**config.mk**
```make
export PLATFORM = sky130hd
export DESIGN_NAME = traffic_light_monitor
export DESIGN_NICKNAME = d
export VERILOG_FILES = /design/src/rtl/traffic_pkg.sv /design/src/rtl/light_seq_checker.sv /design/src/rtl/traffic_light_monitor.sv
export SDC_FILE = /design/constraint.sdc
export NUM_CORES = 1
export LEC_CHECK = 0
export ABC_AREA = 0
export CELL_PAD_IN_SITES_DETAIL_PLACEMENT = 1
export CELL_PAD_IN_SITES_GLOBAL_PLACEMENT = 2
export CORE_MARGIN = 4
export CORE_UTILIZATION = 38
export CTS_BUF_LIST = sky130_fd_sc_hd__clkbuf_4 sky130_fd_sc_hd__clkbuf_8
export DETAILED_ROUTE_END_ITERATION = 6
export PLACE_DENSITY_LB_ADDON = 0.1
export SLEW_MARGIN = 20
export SYNTH_ARGS = -nofsm -noshare
export SYNTH_HDL_FRONTEND = slang
export SYNTH_SLANG_ARGS = --single-unit
```
**constraint.sdc**
```tcl
create_clock -name clk -period 5.7 [get_ports clk]
set_input_delay 1.71 -clock clk [delete_from_list [all_inputs] [get_ports clk]]
set_output_delay 1.71 -clock clk [all_outputs]
set_load 0.02 [all_outputs]
```
**src/rtl/traffic_pkg.sv**
```systemverilog
// Shared constants for the intersection conflict monitor: colour encodings,
// reconstructed phase codes and fault cause codes.
package traffic_pkg;

  localparam logic [2:0] RED    = 3'b001;
  localparam logic [2:0] YELLOW = 3'b010;
  localparam logic [2:0] GREEN  = 3'b100;

  localparam logic [2:0] PH_B_GREEN  = 3'd0;
  localparam logic [2:0] PH_B_YELLOW = 3'd1;
  localparam logic [2:0] PH_ALLRED_B = 3'd2;
  localparam logic [2:0] PH_A_GREEN  = 3'd3;
  localparam logic [2:0] PH_A_YELLOW = 3'd4;
  localparam logic [2:0] PH_ALLRED_A = 3'd5;
  localparam logic [2:0] PH_UNKNOWN  = 3'd7;

  localparam logic [2:0] F_NONE        = 3'd0;
  localparam logic [2:0] F_ENCODING    = 3'd1;
  localparam logic [2:0] F_CONFLICT    = 3'd2;
  localparam logic [2:0] F_ILLEGAL     = 3'd3;
  localparam logic [2:0] F_SHORT_GREEN = 3'd4;
  localparam logic [2:0] F_YELLOW      = 3'd5;
  localparam logic [2:0] F_ALLRED      = 3'd6;
  localparam logic [2:0] F_STALL       = 3'd7;

  function automatic logic is_colour(input logic [2:0] c);
    return (c == RED) || (c == YELLOW) || (c == GREEN);
  endfunction

endpackage

```
**src/rtl/light_seq_checker.sv**
```systemverilog
// Per-light colour tracker: remembers the last valid colour and how long it
// has been held, and flags illegal steps and dwell violations on this sample.
module light_seq_checker
  import traffic_pkg::*;
#(
  parameter int MIN_GREEN  = 6,
  parameter int YELLOW_MIN = 1,
  parameter int YELLOW_MAX = 2,
  parameter int CW         = 5
) (
  input  logic       clk,
  input  logic       rst,
  input  logic       en,
  input  logic       check,
  input  logic [2:0] colour,
  output logic       changed,
  output logic       illegal,
  output logic       short_green,
  output logic       yellow_bad,
  output logic       left_red
);

  localparam logic [CW-1:0] MIN_GREEN_C  = CW'(MIN_GREEN);
  localparam logic [CW-1:0] YELLOW_MIN_C = CW'(YELLOW_MIN);
  localparam logic [CW-1:0] YELLOW_MAX_C = CW'(YELLOW_MAX);
  localparam logic [CW-1:0] CNT_MAX      = '1;

  logic [2:0]    prev;
  logic [CW-1:0] dwell;
  logic [CW-1:0] dwell_next;
  logic          legal_step;

  assign changed    = check && (colour != prev);
  assign legal_step = ((prev == RED)    && (colour == GREEN))  ||
                      ((prev == GREEN)  && (colour == YELLOW)) ||
                      ((prev == YELLOW) && (colour == RED));

  // The baseline sample (check low) only loads the tracker.
  assign dwell_next = (changed || !check) ? CW'(1)
                    : ((dwell == CNT_MAX) ? dwell : dwell + CW'(1));

  assign illegal     = changed && !legal_step;
  assign short_green = changed && (prev == GREEN) && (dwell < MIN_GREEN_C);
  assign yellow_bad  = check &&
                       ((changed && (prev == YELLOW) && (dwell < YELLOW_MIN_C)) ||
                        (!changed && (colour == YELLOW) && (dwell_next > YELLOW_MAX_C)));
  assign left_red    = changed && (prev == RED);

  always_ff @(posedge clk) begin
    if (rst) begin
      prev  <= RED;
      dwell <= '0;
    end else if (en) begin
      prev  <= colour;
      dwell <= dwell_next;
    end
  end

endmodule

```
**src/rtl/traffic_light_monitor.sv**
```systemverilog
// Passive monitor beside the two-approach controller: reconstructs the phase,
// checks the light sequence and latches the first fault cause until reset.
module traffic_light_monitor
  import traffic_pkg::*;
#(
  parameter int MIN_GREEN  = 6,
  parameter int YELLOW_MIN = 1,
  parameter int YELLOW_MAX = 2,
  parameter int ALLRED_MIN = 1,
  parameter int STALL_MAX  = 15,
  parameter int CW         = 5
) (
  input  logic       clk,
  input  logic       rst,
  input  logic [2:0] light_A,
  input  logic [2:0] light_B,
  output logic [2:0] phase,
  output logic       fault,
  output logic [2:0] fault_code,
  output logic       fault_pulse,
  output logic [7:0] cycles_done
);

  localparam logic [CW-1:0] ALLRED_MIN_C = CW'(ALLRED_MIN);
  localparam logic [CW-1:0] STALL_MAX_C  = CW'(STALL_MAX);
  localparam logic [CW-1:0] CNT_MAX      = '1;

  logic          valid, have_base, check;
  logic          a_red, b_red, all_red, conflict;
  logic          a_changed, a_illegal, a_short, a_yellow, a_left_red;
  logic          b_changed, b_illegal, b_short, b_yellow, b_left_red;
  logic [CW-1:0] allred_cnt, allred_next;
  logic [CW-1:0] stall_cnt, stall_next;
  logic          allred_bad, stall_bad;
  logic [2:0]    phase_next;
  logic [2:0]    cause;

  assign valid    = is_colour(light_A) && is_colour(light_B);
  assign check    = valid && have_base;
  assign a_red    = (light_A == RED);
  assign b_red    = (light_B == RED);
  assign all_red  = a_red && b_red;
  assign conflict = valid && !a_red && !b_red;

  light_seq_checker #(
    .MIN_GREEN (MIN_GREEN),
    .YELLOW_MIN(YELLOW_MIN),
    .YELLOW_MAX(YELLOW_MAX),
    .CW        (CW)
  ) u_chk_a (
    .clk        (clk),
    .rst        (rst),
    .en         (valid),
    .check      (check),
    .colour     (light_A),
    .changed    (a_changed),
    .illegal    (a_illegal),
    .short_green(a_short),
    .yellow_bad (a_yellow),
    .left_red   (a_left_red)
  );

  light_seq_checker #(
    .MIN_GREEN (MIN_GREEN),
    .YELLOW_MIN(YELLOW_MIN),
    .YELLOW_MAX(YELLOW_MAX),
    .CW        (CW)
  ) u_chk_b (
    .clk        (clk),
    .rst        (rst),
    .en         (valid),
    .check      (check),
    .colour     (light_B),
    .changed    (b_changed),
    .illegal    (b_illegal),
    .short_green(b_short),
    .yellow_bad (b_yellow),
    .left_red   (b_left_red)
  );

  // The stall count includes the sample on which the last change happened.
  assign stall_next  = (a_changed || b_changed) ? CW'(1)
                     : ((stall_cnt == CNT_MAX) ? stall_cnt : stall_cnt + CW'(1));
  assign allred_next = !all_red ? '0
                     : ((allred_cnt == CNT_MAX) ? allred_cnt : allred_cnt + CW'(1));

  assign stall_bad  = check && (stall_next > STALL_MAX_C);
  assign allred_bad = (a_left_red || b_left_red) && (allred_cnt < ALLRED_MIN_C);

  always_comb begin
    cause = F_NONE;
    if (!valid)                        cause = F_ENCODING;
    else if (conflict)                 cause = F_CONFLICT;
    else if (a_illegal || b_illegal)   cause = F_ILLEGAL;
    else if (a_short || b_short)       cause = F_SHORT_GREEN;
    else if (a_yellow || b_yellow)     cause = F_YELLOW;
    else if (allred_bad)               cause = F_ALLRED;
    else if (stall_bad)                cause = F_STALL;
  end

  // All-red is attributed to whichever approach last showed a non-red colour.
  always_comb begin
    phase_next = phase;
    if (valid) begin
      if (conflict) begin
        phase_next = PH_UNKNOWN;
      end else if (all_red) begin
        case (phase)
          PH_B_GREEN, PH_B_YELLOW, PH_ALLRED_B: phase_next = PH_ALLRED_B;
          PH_A_GREEN, PH_A_YELLOW, PH_ALLRED_A: phase_next = PH_ALLRED_A;
          default:                              phase_next = PH_UNKNOWN;
        endcase
      end else if (!a_red) begin
        phase_next = (light_A == GREEN) ? PH_A_GREEN : PH_A_YELLOW;
      end else begin
        phase_next = (light_B == GREEN) ? PH_B_GREEN : PH_B_YELLOW;
      end
    end
  end

  always_ff @(posedge clk) begin
    if (rst) begin
      have_base   <= 1'b0;
      allred_cnt  <= '0;
      stall_cnt   <= '0;
      phase       <= PH_UNKNOWN;
      fault       <= 1'b0;
      fault_code  <= F_NONE;
      fault_pulse <= 1'b0;
      cycles_done <= '0;
    end else begin
      fault_pulse <= 1'b0;
      if (!fault && (cause != F_NONE)) begin
        fault       <= 1'b1;
        fault_code  <= cause;
        fault_pulse <= 1'b1;
      end
      if (valid) begin
        have_base  <= 1'b1;
        allred_cnt <= allred_next;
        stall_cnt  <= stall_next;
      end
      phase <= phase_next;
      if ((phase == PH_ALLRED_A) && (phase_next == PH_B_GREEN))
        cycles_done <= cycles_done + 8'd1;
    end
  end

endmodule

```
======== Word level (Yosys, flattened, before mapping) ========
Cells that the tools add are included.
word-level totals
  output and inout port bits .............. 16
  flip-flop bits (word level) ............. 43
cells by class
  add/sub/neg operators ................... 5
  magnitude comparators ................... 8
  muxes and demuxes ....................... 23
  reduce and logical (&&, ||, !) cells .... 66
  equal/unequal tests ..................... 24
operators by type and width
  cell                   number
  $mux W5                8
  $mux W3                12
  $logic_and A1 B1 Y1    35
  $add A5 B1 Y5 const B  4
  $eq A5 B5 Y1 const B   4
  $eq A3 B2 Y1 const B   6
  $eq A3 B3 Y1 const B   6
  $logic_or A1 B1 Y1     17
  $eq A3 B1 Y1 const B   5
  $lt A5 B1 Y1 const B   3
  $gt A5 B2 Y1 const B   2
  $lt A5 B3 Y1 const B   2
  $add A8 B1 Y8 const B  1
  $logic_not A1 Y1       8
  $logic_not A3 Y1       2
  $ne A3 B3 Y1           2
  $pmux W3 S2            1
  $reduce_or A3 Y1       2
  $gt A5 B4 Y1 const B   1
  $reduce_bool A3 Y1     1
  $mux W1                2
  $ne A2 B2 Y1 const B   1
  $reduce_and A2 Y1      1

======== Logic depth before layout (Yosys ltp) ========
  word-level depth ........................ 21
  gate-level depth with buffers ........... 10
  depth with buffers taken out ............ 8

======== By module ========
From an unflattened synthesis, not the netlist that was laid out.
second synthesis, totals
  cells, all modules ...................... 332
  area total of the unflattened synthesis .. 2,695.1 um^2
by module, submodules not included
  module                 seq. area each (um^2)  area an instance (um^2)  instances  cells each
  traffic_light_monitor  540.5                  1,519.0                  1          190
  light_seq_checker      160.2                  588.1                    2          71

======== Worst setup path before layout ========
OpenSTA, ideal clock, no wires.
  kind .................................... input -> register
  from .................................... input light_A[1]
  to ...................................... register cycles_done[3]
  setup slack ............................. 2.188 ns
  stages .................................. 9
  library setup time ...................... 0.128 ns
  arrival time ............................ 3.385 ns
  cells stage by stage .................... clkbuf_1 o21ai_1 and3_1 clkbuf_1 a21o_1 a2111oi_4 nand4_1 xor2_1 nor2_1
on the way
  cells in the longest elaborated chain, start to end .. 10
  elaborated cells on any way between the ends .. 17
  those cells by class .................... 3 x eq/ne; 5 x mux; 9 x reduce/logical
ends and longest elaborated chain
  what                                          line                                            source
  from (decl)                                   traffic_light_monitor.sv:15                     input logic [2:0] light_A,
  $eq A3 B1 Y1 or $eq A3 B2 Y1 (tied branches)  traffic_pkg.sv:27, traffic_light_monitor.sv:40
  $logic_or A1 B1 Y1 (2 in a row)               traffic_pkg.sv:27                               return (c == RED) || (c == YELLOW) || (c == GREEN);
  $logic_and A1 B1 Y1                           traffic_light_monitor.sv:38                     assign valid = is_colour(light_A) && is_colour(light_B);
  $logic_and A1 B1 Y1 (2 in a row)              traffic_light_monitor.sv:43                     assign conflict = valid && !a_red && !b_red;
  $mux W3                                       traffic_light_monitor.sv:105                    if (conflict) begin
  $mux W3 *                                     traffic_light_monitor.sv:104                    if (valid) begin
  $logic_not A3 Y1 *                            traffic_light_monitor.sv:144                    if ((phase == PH_ALLRED_A) && (phase_next == PH_B_GREEN))
  $logic_and A1 B1 Y1 *                         traffic_light_monitor.sv:144
  to (signal assigned)                          traffic_light_monitor.sv:145                    cycles_done <= cycles_done + 8'd1;
  to (decl)                                     traffic_light_monitor.sv:21                     output logic [7:0] cycles_done
Every way passes the cells marked *; elsewhere a longest branch is shown, timed or not.
A chain may end at the register's enable or synchronous reset.

======== Worst setup path after layout ========
  from .................................... input light_A[1]
  to ...................................... register cycles_done[4]
Same word-level chain as after synthesis.

==> report_table.html <==
<table>
<tr><th>Metric</th><th>Value</th></tr>
<tr><th colspan="2">Synth</th></tr>
<tr><td>Count of mapped cells out of synthesis</td><td>roughly 340</td></tr>
<tr><td>Cell taking the most area after synthesis</td><td>dfxtp_1</td></tr>
<tr><td>Average instance area after synthesis</td><td>roughly 7.8 sq um</td></tr>
<tr><td>Number of enable-type register cells in the synthesized netlist</td><td>0</td></tr>
<tr><td>Share of async-settable or async-resettable flops after synthesis</td><td>0%</td></tr>
<tr><td>Post-synth top flop</td><td>dfxtp_1</td></tr>
<tr><td>Fraction of the yosys area taken by sequential cells</td><td>32.8%</td></tr>
<tr><td>Post-synth design cell area</td><td>roughly 2600 sq um</td></tr>
<tr><td>Most instantiated library cell after synthesis</td><td>dfxtp_1</td></tr>
<tr><td>Top cells by count, synth</td><td>43 x dfxtp_1, 38 x nor2_1, 28 x a21oi_1</td></tr>
<tr><td>Synth Warn #</td><td>0</td></tr>
<tr><td>Synthesized flop and latch total</td><td>43</td></tr>
<tr><td>Top cells by area in the synthesized netlist</td><td>dfxtp_1 33%, nor2_1 5.4%, a21oi_1 5.3%, xor2_1 5.0%, o21ai_0 3.6%</td></tr>
<tr><td>Number of distinct library cells after synthesis</td><td>50</td></tr>
<tr><td>Area share of the largest cell type after synthesis</td><td>approximately 33%</td></tr>
<tr><td>Post-synthesis net count</td><td>between 300 and 400</td></tr>
<tr><th colspan="2">Floorplan</th></tr>
<tr><td>Die footprint</td><td>between 8000 and 9000 sq um</td></tr>
<tr><td>Vertical die dimension</td><td>91.2 microns</td></tr>
<tr><td>Top-level I/O count</td><td>24</td></tr>
<tr><td>Site Rows</td><td>30</td></tr>
<tr><td>Core area</td><td>between 6000 and 7000 sq um</td></tr>
<tr><td>Starting utilization of the core area</td><td>approximately two fifths</td></tr>
<tr><td>Horizontal extent of the die</td><td>between 90 and 100 microns</td></tr>
<tr><th colspan="2">Global route</th></tr>
<tr><td>Congestion Overflow GR</td><td>0</td></tr>
<tr><td>Met2 Resource Use GR</td><td>30.5%</td></tr>
<tr><td>GR Util met1</td><td>a little under a quarter</td></tr>
<tr><td>Fraction of met3 tracks used by global routing</td><td>around 3.1%</td></tr>
<tr><td>Antenna violations before repair</td><td>0</td></tr>
<tr><td>Pin count of the biggest net entering global routing</td><td>44</td></tr>
<tr><td>Global-route wire length before repair</td><td>~12000 microns</td></tr>
<tr><td>Most utilized layer in the global route result</td><td>met2</td></tr>
<tr><td>Global-route usage over all layers</td><td>a little under a fifth</td></tr>
<tr><td>Number of global-route vias before repair</td><td>roughly 2500</td></tr>
<tr><th colspan="2">Worst hold path</th></tr>
<tr><td>Hold Path Cell Cnt</td><td>2</td></tr>
<tr><td>Worst Hold Class</td><td>reg -&gt; reg</td></tr>
<tr><th colspan="2">Worst setup path</th></tr>
<tr><td>WP buf/inv</td><td>1</td></tr>
<tr><td>Worst path cell trace</td><td>clkdlybuf4s50_1, nor3_1, a221oi_2, nand4_1, a2111oi_4, nand4_1, xor2_1, nor2_1</td></tr>
<tr><td>Standard cell with the maximum stage delay on the critical path</td><td>clkdlybuf4s50_1</td></tr>
<tr><td>Worst stage delay on the critical path</td><td>0.82 ns</td></tr>
<tr><td>Most repeated library cell on the critical path</td><td>nand4_1</td></tr>
<tr><td>Maximum fanout encountered on the critical timing path</td><td>16</td></tr>
<tr><td>Number of cells on the critical path</td><td>8</td></tr>
<tr><td>Top Family by Delay on Critical Path</td><td>compound AO/OA/AOI/OAI gates</td></tr>
<tr><td>Endpoint kind of the worst setup timing path</td><td>flip-flop</td></tr>
<tr><td>Data required time of the worst path</td><td>between 5 and 6 ns</td></tr>
<tr><td>CP startpoint kind</td><td>input pin</td></tr>
<tr><td>Arr. time, crit path</td><td>about 4.3 ns</td></tr>
<tr><td>Logic depth of the worst register-to-register path</td><td>7</td></tr>
<tr><td>Startpoint-to-endpoint class of the critical path</td><td>in -&gt; reg</td></tr>
<tr><th colspan="2">Route</th></tr>
<tr><td>Via Count</td><td>~2500</td></tr>
<tr><td>Count of unresolved DRC violations after routing</td><td>0</td></tr>
<tr><td>Post-route ant nets</td><td>0</td></tr>
<tr><td>Total wire length</td><td>7150 microns</td></tr>
<tr><td>Number of design-rule violations left by the first detailed-router iteration</td><td>between 100 and 150</td></tr>
<tr><td>Total iterations of the first detailed-routing run</td><td>4</td></tr>
<tr><td>Detail-routed via count per cell</td><td>approximately 5.9</td></tr>
<tr><td>Average wire per cell in the routed design</td><td>16.6 microns</td></tr>
<tr><th colspan="2">Status</th></tr>
<tr><td>Run status</td><td>finished clean</td></tr>
<tr><th colspan="2">Power and ir drop</th></tr>
<tr><td>Sequential cell fraction of total power</td><td>between 40% and 50%</td></tr>
<tr><td>Worst IR drop on VDD</td><td>~0.13 mV</td></tr>
<tr><td>Post-layout total power</td><td>0.678 mW</td></tr>
<tr><td>Portion of total power attributed to the clock network</td><td>a little under two fifths</td></tr>
<tr><td>Combinational share of power</td><td>~15%</td></tr>
<tr><td>Internal power consumption</td><td>around 0.48 mW</td></tr>
<tr><td>Total leakage power</td><td>a little over 1 nW</td></tr>
<tr><td>Switch share</td><td>29.0%</td></tr>
<tr><td>Switching pwr</td><td>0.197 mW</td></tr>
<tr><td>Pwr Density</td><td>between 200 and 250 nW/um^2</td></tr>
<tr><th colspan="2">Timing</th></tr>
<tr><td>Share of the cycle needed by the critical path after routing</td><td>a little over 70%</td></tr>
<tr><td>Maximum clock frequency</td><td>between 0.2 and 0.25 GHz</td></tr>
<tr><td>Setup slack of the critical path after layout</td><td>1.58 ns</td></tr>
<tr><td>Skew final</td><td>0.0148 ns</td></tr>
<tr><td>Setup TNS</td><td>0 ns</td></tr>
<tr><td>Count of endpoints failing hold in the final timing report</td><td>0</td></tr>
<tr><td>Time the final worst path needs with I/O delays and setup</td><td>between 4 and 5 ns</td></tr>
<tr><td>Worst rel slew slack</td><td>between 50% and 60%</td></tr>
<tr><td>Transition at the pin with the smallest max-transition slack</td><td>just over 0.6 ns</td></tr>
<tr><td>Setup repair after global routing missed its margin</td><td>false</td></tr>
<tr><td>Worst hold slack</td><td>between 0.4 and 0.5 ns</td></tr>
<tr><td>Final setup viols</td><td>0</td></tr>
<tr><td>Max-slew violations</td><td>0</td></tr>
<tr><th colspan="2">Placed design</th></tr>
<tr><td>Cell count after placement</td><td>423</td></tr>
<tr><td>GP Congestion</td><td>between 0.7 and 0.8</td></tr>
<tr><td>Count of port buffers added during placement</td><td>23</td></tr>
<tr><td>Worst slack, placed</td><td>roughly 1.2 ns</td></tr>
<tr><td>Total half-perimeter wirelength after legalization and detailed placement</td><td>between 5000 and 6000 microns</td></tr>
<tr><th colspan="2">Clock tree</th></tr>
<tr><td>TritonCTS clock tree</td><td>done</td></tr>
<tr><td>Number of gates given a new drive strength after cts</td><td>0</td></tr>
<tr><td>Setup Buffers After CTS</td><td>0</td></tr>
<tr><td>Level count of the clock H-tree</td><td>2</td></tr>
<tr><td>CTS sink count</td><td>43</td></tr>
<tr><td>Clock transition at the registers of the reported paths</td><td>0.09 ns</td></tr>
<tr><td>Number of buffers added to fix hold violations after cts</td><td>0</td></tr>
<tr><td>Buffer type at the clock tree root</td><td>clkbuf_8</td></tr>
<tr><td>Total clock buffers created by CTS</td><td>5</td></tr>
<tr><td>Worst-skew pair later-pin latency</td><td>0.31 ns</td></tr>
<tr><td>Buffers from clock root to sink, at most</td><td>2</td></tr>
<tr><th colspan="2">Cells and area</th></tr>
<tr><td>Final cell count without fillers</td><td>431</td></tr>
<tr><td>Number of nets in the layout</td><td>roughly 360</td></tr>
<tr><td>Layout overhead on the synthesized area</td><td>14.9%</td></tr>
<tr><td>Multi-input gate area</td><td>1670 sq um</td></tr>
<tr><td>Number of inserted diodes</td><td>0</td></tr>
<tr><td>Area of all sequential standard cells</td><td>861 sq um</td></tr>
<tr><td>Number of fillers in the final layout</td><td>between 800 and 900</td></tr>
<tr><td>Share of final-layout standard cells stronger than drive strength 1</td><td>roughly 4.0%</td></tr>
<tr><th colspan="2">Job</th></tr>
<tr><td>Count of max-cap constraint violations</td><td>0</td></tr>
</table>
through the flow:
step | area [sq um] | utilization (%)
finish | 3020 | 44.7
global route | 3020 | 44.7
CTS | 3020 | 44.7
detailed placement | 2900 | 43.0
global placement | 2900 | 43.0
floorplan | 2630 | -
cell families (layout without fill, tap and decap cells):
kind of cell,after synthesis,after routing,synth area share [%]
AO/OA/AOI/OAI,96,96,24.1
adder cells (fa/ha/maj),6,6,2.86
AND/OR/NAND/NOR,147,147,30.0
multiplexers,2,2,0.762
flip-flops,43,43,32.8
buffers and inverters,25,40,3.81
XOR/XNOR,17,17,5.67
worst reg2reg max path: stages (launching register included):
cell and delay, ns:
dfxtp_1 0.53, or4bb_1 0.51, a211oi_1 0.30, nor3_1 0.11
a21oi_1 0.24, o21ai_0 0.16, o21bai_1 0.21, o221ai_1 0.14
per-layer routing:
layer,wire length (microns),share of wire [%]
met5,0,0
met4,78,1.1
met3,185,2.6
met2,3410,48
met1,3480,49
placed cells by master (no fill, tap or decap), types with 6 or more instances in the layout:
cell type | synthesis | final
nor2_1 | 38 | 38
clkdlybuf4s50_1 | 0 | 23
nor3_1 | 18 | 18
nand3_1 | 12 | 12
xor2_1 | 15 | 15
nand2b_1 | 8 | 8
inv_1 | 6 | 6
nand4_1 | 9 | 9
a22oi_1 | 7 | 7
and3_1 | 6 | 6
dfxtp_1 | 43 | 43
a21o_1 | 8 | 8
nand2_1 | 22 | 22
a21oi_1 | 28 | 28
ha_1 | 6 | 6
o21ai_0 | 19 | 19
state kept, by name, indices dropped and copies added, names as in the netlist, 5 cells and up:
signal / cells
stall_cnt: 5
allred_cnt: 5
cycles_done: 8
u_chk_a.dwell: 5
u_chk_b.dwell: 5
power by group through the flow:
stage	clock, mW	combinational (mW)	sequential, mW
floorplan	0	0.0664	0.328
global placement	0	0.0991	0.327
detailed placement	0	0.101	0.328
CTS	0.267	0.101	0.321
global route	0.280	0.112	0.323
finish	0.257	0.100	0.321
final timing paths:
check                   from             end  slack [ns]
max               light_A[1]  cycles_done[4]        1.58
min            fault_code[2]   fault_code[2]        0.48
max reg2reg  u_chk_a.prev[2]   fault_code[0]        3.37
min reg2reg    fault_code[2]   fault_code[2]        0.48
final cells by class:
cell class	instances	area share, %
sequential	43	28.5
clock buffer	5	2.28
timing repair buffer	26	8.37
tap	80	3.32
clock inverter	3	1.53
inverter	6	0.746
multi-input combinational	268	55.2
(Power assumes the default switching activity.)
